$ cat src/rtl/bram_access_unit.sv
// bram_access_unit: valid/ready request front end for a single-port,
// byte-enable block RAM with one cycle of read latency. Accepted
// requests drive the RAM in the same cycle. A PEND stage tracks the
// access in flight, and a RESP register holds the response.
module bram_access_unit #(
  parameter int ADDR_WIDTH = 16,
  parameter int DATA_WIDTH = 32,
  parameter int BE_WIDTH   = DATA_WIDTH / 8
) (
  input  logic                                    CLK,
  input  logic                                    RST_N,
  input  logic                                    REQ_VALID,
  output logic                                    REQ_READY,
  input  logic                                    REQ_WRITE,
  input  logic [ADDR_WIDTH-1:0]                   REQ_ADDR,
  input  logic [1:0]                              REQ_SIZE,
  input  logic                                    REQ_SIGNED,
  input  logic [DATA_WIDTH-1:0]                   REQ_DATA,
  output logic                                    RESP_VALID,
  input  logic                                    RESP_READY,
  output logic [DATA_WIDTH-1:0]                   RESP_DATA,
  output logic                                    RESP_ERR,
  output logic [ADDR_WIDTH-$clog2(BE_WIDTH)-1:0]  RAM_ADDR,
  output logic [DATA_WIDTH-1:0]                   RAM_DI,
  output logic                                    RAM_WE,
  output logic                                    RAM_RE,
  output logic [BE_WIDTH-1:0]                     RAM_BE,
  input  logic [DATA_WIDTH-1:0]                   RAM_DO
);

  localparam int OFF_W = $clog2(BE_WIDTH);

  // Request decode
  logic [OFF_W-1:0]       req_off;
  logic [3:0]             req_bytes;
  logic                   req_err;
  logic                   req_ready;
  logic                   fire;
  logic                   ram_we;
  logic                   ram_re;
  logic [BE_WIDTH-1:0]    ram_be;
  logic [DATA_WIDTH-1:0]  ram_di;

  // PEND stage: the access whose RAM read data arrives this cycle
  logic                   pend_valid_q, pend_valid_d;
  logic                   pend_write_q, pend_write_d;
  logic                   pend_err_q, pend_err_d;
  logic [OFF_W-1:0]       pend_off_q, pend_off_d;
  logic [1:0]             pend_size_q, pend_size_d;
  logic                   pend_signed_q, pend_signed_d;
  logic                   advance;

  // Load formatting
  logic [DATA_WIDTH-1:0]  shifted;
  logic [7:0]             nbits;
  logic                   fill;
  logic [DATA_WIDTH-1:0]  load_data;

  // RESP register
  logic                   resp_valid_q, resp_valid_d;
  logic [DATA_WIDTH-1:0]  resp_data_q, resp_data_d;
  logic                   resp_err_q, resp_err_d;

  // Decode the incoming request: lane offset, access size and legality
  always_comb begin
    req_off   = REQ_ADDR[OFF_W-1:0];
    req_bytes = 4'd1 << REQ_SIZE;
    req_err   = ((REQ_SIZE == 2'd3) && (DATA_WIDTH == 32)) ||
                ((4'(req_off) & (req_bytes - 4'd1)) != 4'd0);
  end

  // Handshake: PEND may refill whenever its content moves to RESP this cycle
  always_comb begin
    advance   = pend_valid_q & (~resp_valid_q | RESP_READY);
    req_ready = RST_N & (~pend_valid_q | ~resp_valid_q | RESP_READY);
    fire      = REQ_VALID & req_ready;
    ram_re    = fire & ~REQ_WRITE & ~req_err;
    ram_we    = fire &  REQ_WRITE & ~req_err;
  end

  // Store lanes: enable the addressed bytes, replicate the data across all lanes
  always_comb begin
    ram_be = '0;
    ram_di = '0;
    for (int unsigned i = 0; i < BE_WIDTH; i++) begin
      ram_be[i]       = ram_we & (i >= 32'(req_off)) &
                        (i < 32'(req_off) + 32'(req_bytes));
      ram_di[i*8 +: 8] = REQ_DATA[8*(i % 32'(req_bytes)) +: 8];
    end
  end

  // Drive the RAM ports straight from the accepted request
  always_comb begin
    RAM_ADDR  = REQ_ADDR[ADDR_WIDTH-1:OFF_W];
    RAM_DI    = ram_di;
    RAM_WE    = ram_we;
    RAM_RE    = ram_re;
    RAM_BE    = ram_be;
    REQ_READY = req_ready;
  end

  // PEND next state: load on accept, empty when handed to RESP, else hold
  always_comb begin
    pend_valid_d  = pend_valid_q;
    pend_write_d  = pend_write_q;
    pend_err_d    = pend_err_q;
    pend_off_d    = pend_off_q;
    pend_size_d   = pend_size_q;
    pend_signed_d = pend_signed_q;
    if (advance) begin
      pend_valid_d = 1'b0;
    end
    if (fire) begin
      pend_valid_d  = 1'b1;
      pend_write_d  = REQ_WRITE;
      pend_err_d    = req_err;
      pend_off_d    = req_off;
      pend_size_d   = REQ_SIZE;
      pend_signed_d = REQ_SIGNED;
    end
  end

  // Align RAM_DO to the addressed bytes, then sign- or zero-extend past the access width
  always_comb begin
    shifted = RAM_DO >> {pend_off_q, 3'b000};
    nbits   = 8'd8 << pend_size_q;
    if (32'(nbits) > DATA_WIDTH) begin
      nbits = 8'(DATA_WIDTH);
    end
    fill      = pend_signed_q & shifted[nbits - 8'd1];
    load_data = '0;
    for (int unsigned i = 0; i < DATA_WIDTH; i++) begin
      load_data[i] = (i < 32'(nbits)) ? shifted[i] : fill;
    end
  end

  // RESP next state: capture PEND when it advances, drop after a handshake
  always_comb begin
    resp_valid_d = resp_valid_q;
    resp_data_d  = resp_data_q;
    resp_err_d   = resp_err_q;
    if (advance) begin
      resp_valid_d = 1'b1;
      resp_err_d   = pend_err_q;
      resp_data_d  = (pend_write_q | pend_err_q) ? '0 : load_data;
    end else if (RESP_READY) begin
      resp_valid_d = 1'b0;
      resp_data_d  = '0;
      resp_err_d   = 1'b0;
    end
  end

  // State registers with asynchronous active-low reset
  always_ff @(posedge CLK or negedge RST_N) begin
    if (!RST_N) begin
      pend_valid_q  <= 1'b0;
      pend_write_q  <= 1'b0;
      pend_err_q    <= 1'b0;
      pend_off_q    <= '0;
      pend_size_q   <= '0;
      pend_signed_q <= 1'b0;
      resp_valid_q  <= 1'b0;
      resp_data_q   <= '0;
      resp_err_q    <= 1'b0;
    end else begin
      pend_valid_q  <= pend_valid_d;
      pend_write_q  <= pend_write_d;
      pend_err_q    <= pend_err_d;
      pend_off_q    <= pend_off_d;
      pend_size_q   <= pend_size_d;
      pend_signed_q <= pend_signed_d;
      resp_valid_q  <= resp_valid_d;
      resp_data_q   <= resp_data_d;
      resp_err_q    <= resp_err_d;
    end
  end

  // Response port outputs
  always_comb begin
    RESP_VALID = resp_valid_q;
    RESP_DATA  = resp_data_q;
    RESP_ERR   = resp_err_q;
  end

endmodule

$ cat config.mk
export PLATFORM = sky130hd
export DESIGN_NAME = bram_access_unit
export DESIGN_NICKNAME = d
export VERILOG_FILES = /design/src/rtl/bram_access_unit.sv
export SDC_FILE = /design/constraint.sdc
export NUM_CORES = 1
export LEC_CHECK = 0
export ABC_AREA = 1
export CAP_MARGIN = 10
export CORE_ASPECT_RATIO = 2
export CORE_MARGIN = 2
export CORE_UTILIZATION = 35
export DETAILED_ROUTE_END_ITERATION = 12
export HOLD_SLACK_MARGIN = 0.08
export PLACE_DENSITY = 0.66
export SLEW_MARGIN = 10
export SYNTH_ARGS = -nofsm -noshare
export SYNTH_HDL_FRONTEND = slang
export SYNTH_SLANG_ARGS = --single-unit
$ cat constraint.sdc
create_clock -name CLK -period 3.85 [get_ports CLK]
set_input_delay 0.385 -clock CLK [delete_from_list [all_inputs] [get_ports CLK]]
set_output_delay 0.385 -clock CLK [all_outputs]
set_load 0.005 [all_outputs]
==> results of run 1 <==
==> timing repair <==
item	4_1_cts	5_1_grt
endpoints found under the setup margin	32	31
setup buffers	16	12
gates cloned	1	0
pin swaps	17	37
resized for setup	96	67
==> worst register-to-register path, delay by kind of cell (launching register included) <==
kind | cells | cell delay [ns]
AOI/OAI and AO/OA | 4 | 1.04
adders and majority gates | 1 | 0.39
buffers and inverters | 2 | 0.38
DFF | 1 | 0.50
and+or+nand+nor | 2 | 0.32
==> per-layer routing <==
metal	wire length [um]	up-vias	track usage [%]
met4	1180	0	16.9
li1	-	2560	-
met5	0	-	0
met3	775	48	2.27
met1	5470	2518	21.4
met2	10200	221	55.6
==> stage by stage <==
| stage | setup WS [ns] | utilization (%) | TNS, ns |
|---|---|---|---|
| after global routing | -0.203 | 58.0 | -1.47 |
| after global placement | -0.676 | 51.9 | -17.35 |
| after CTS | 0.00235 | 55.5 | 0 |
| after floorplan | 0.290 | - | 0 |
| after detailed placement | -0.799 | 51.9 | -19.24 |
| final | -0.0281 | 58.0 | -0.0903 |
==> sequential cells by signal (all words and copies together) (netlist names) <==
name	count
pend_off_q	2
pend_size_q	2
pend_err_q	1
RESP_ERR	1
RESP_VALID	1
RESP_DATA	32
pend_signed_q	1
pend_write_q	1
pend_valid_q	1
==> layout make-up <==
type                            instances  area share, %
Multi-Input combinational cell        473           42.3
Tap cell                              145           2.68
Clock buffer                            6           2.05
Inverter                               88           4.98
Sequential cell                        42           15.5
Clock inverter                          2          0.185
Timing Repair Buffer                  235           32.3
==> cells in the final DEF, fill, tap and decap left out, types with 14 or more instances in the layout <==
master                            count
sky130_fd_sc_hd__nand2_1            134
sky130_fd_sc_hd__clkdlybuf4s50_1    112
sky130_fd_sc_hd__o21ai_0             82
sky130_fd_sc_hd__buf_4               74
sky130_fd_sc_hd__inv_1               69
sky130_fd_sc_hd__dfrtp_1             42
sky130_fd_sc_hd__nor2_1              39
sky130_fd_sc_hd__nand3_1             34
sky130_fd_sc_hd__a21oi_1             32
sky130_fd_sc_hd__a211oi_1            19
sky130_fd_sc_hd__nand2_2             15
sky130_fd_sc_hd__a32o_1              15
sky130_fd_sc_hd__inv_2               14
sky130_fd_sc_hd__dlygate4sd2_1       14
==> final timing paths <==
path | start | to | slack (ns) | depth (start not counted)
worst min register to register | RESP_DATA[7] | RESP_DATA[7] | 0.48 | 2
max in group asynchronous | RST_N | RESP_DATA[2] | 3.27 | 2
worst min-delay path | RST_N | RESP_ERR | 0.19 | 2
worst max-delay path | REQ_SIZE[1] | RAM_DI[6] | -0.03 | 33
worst max register to register | pend_size_q[1] | RESP_DATA[19] | 1.07 | 9
min in group CLK | RESP_DATA[7] | RESP_DATA[7] | 0.48 | 2
==> logic make-up after synthesis <==
kind of cell	share of synthesized area (%)
AOI/OAI and AO/OA	25.8
DFF	25.2
adders and majority gates	5.57
buffers and inverters	13.7
muxes	1.68
and+or+nand+nor	28.1
==> where the power goes <==
group	total (mW)	switching, mW	internal, mW
clock network	0.427	0.170	0.257
registers	0.515	0.0285	0.486
logic	0.998	0.536	0.462
==> implementation parameters, run 1 <==
Parameter                              Value

Pwr
  Largest voltage drop on the vdd net    0.000240 V
  Power density over the cells    286 nW/um^2
  Total Power    1.94 mW
  Leak pwr    3.27 nW

Synth
  Synth Cell Area    4180 sq um
  Avg Inst Size Synth    6.46 sq um
  Largest area contributor in the netlist    sky130_fd_sc_hd__dfrtp_1
  Total number of yosys warnings    0
  Number of distinct library cell variants in the gate-level netlist after synthesis    40
  FFs w/ async S/R, synth    100%
  Area contributors post-synth    sky130_fd_sc_hd__dfrtp_1 (25%), sky130_fd_sc_hd__nand2_1 (13%), sky130_fd_sc_hd__o21ai_0 (10%), sky130_fd_sc_hd__inv_1 (7.0%), sky130_fd_sc_hd__nand3_1 (5.8%)
  Number of enable flip-flop cells after synthesis    0
  Sequential share of the synthesized area    25.2%
  Top-area cell type share of the netlist area    25.2%
  Count of state elements after synthesis    42
  Top post-synthesis cells by count    sky130_fd_sc_hd__nand2_1 (147), sky130_fd_sc_hd__o21ai_0 (84), sky130_fd_sc_hd__inv_1 (78)
  Syn Inst Count    647
  Most instantiated library cell after synthesis    sky130_fd_sc_hd__nand2_1
  Top FF cell, synth    sky130_fd_sc_hd__dfrtp_1
  Total nets after synthesis    753

Drt
  Number of DRC markers in iteration 0    257
  Total DRC errors in the routed layout    0
  Post-detailed-route wirelength per cell    17.8 um
  DRT Pass-1 Iters    5
  Number of nets still failing antenna checks after routing    0
  Routed via count    5347
  Total wire length    17.6 mm
  Average vias per placed instance    5.40

Placement
  DP Wirelength    13.5 mm
  Number of port buffers    146
  Number of placed cells counting well taps    954
  Placer's final routability congestion estimate    1.03
  Post-place instance area    6070 sq um

Die
  Die W    81.2 um
  Site Rows    56
  Vertical extent of the die    158 um
  Io pins    175
  Effective utilization at floorplan    35.7%
  Die footprint    12900 sq um
  Placeable core region    11700 sq um

STA
  Fmax    258 MHz
  Number of max-slew violations in the final report    0
  Fin Hold WS    0.188 ns
  Max-slew headroom at the worst pin    30.9%
  Number of hold-slack violations in the final timing report    0
  Setup repair after global routing missed its margin    true
  Total of endpoints with negative setup slack in the final report    6
  Shortest clock period the worst path allows after layout    3.88 ns
  Final worst-path cycle share    101%
  Slew at the pin closest to its max-slew limit    1.03 ns
  Worst Setup Slack, final    -0.0281 ns
  Maximum clock skew at final layout    0.00634 ns

Status
  Result of the run    finished, violations left
  Failing checks    negative setup slack

CTS
  Clock buffer count from CTS    5
  Clock root buffer    sky130_fd_sc_hd__clkbuf_16
  TritonCTS clock tree    done
  Clock sink total    42
  Maximum level of the CTS H-tree    2
  Reg clk slew, reported paths    0.06 ns
  Clock insertion delay at the later pin of the skew report    0.29 ns
  Number of buffers on the longest clock path    2
  Count of hold-fix buffers inserted at cts    0

Critical path
  Kind of critical path    in2out
  Worst Setup Start Kind    input pin
  CP endpoint kind    primary output
  Cell family with most CP delay    simple AND/OR/NAND/NOR gates
  Library cell appearing most often on the critical path    sky130_fd_sc_hd__nand2_2
  Endpoint arrival time on the critical path    3.49 ns
  Slowest cell on the critical path    sky130_fd_sc_hd__ha_4
  Crit path max fanout    6
  Buf+Inv Stages, Crit Path    12
  Data required, critical path    3.46 ns
  Highest cell delay on the worst timing path    0.18 ns

Cells and area
  Final design area excluding fillers    6780 sq um
  Share of layout cells above drive strength 1    22.8%
  Sequential cell area in the final layout    1050 sq um
  Total inserted antenna cells    0
  Filler cell count    1117
  Number of nets in the final layout    951
  Count of non-filler cells in the finished layout    991
  Area Growth Syn to Fin    62.4%
  Area of the multi-input gates    2870 sq um

Global route
  GR Overflow Total    0
  Maximum number of pins on one net before global-route repair    45
  Antenna violations before repair    0
  Via count of the first global-routing pass    5183
  First-pass GRT wire length    25.6 mm
  Aggregate global-route resource usage    26.4%

Job
  Max cap viols    0

Min path
  Class of the most critical hold timing path    in2async
No activity file was read; power rests on OpenSTA's default activity.
==> inputs of run 2 (changes only) <==
CTS_CLUSTER_DIAMETER = 50   (was unset)
==> results of run 2 <==
Same layout as run 1: the final DEF is identical, and so are final timing and power.
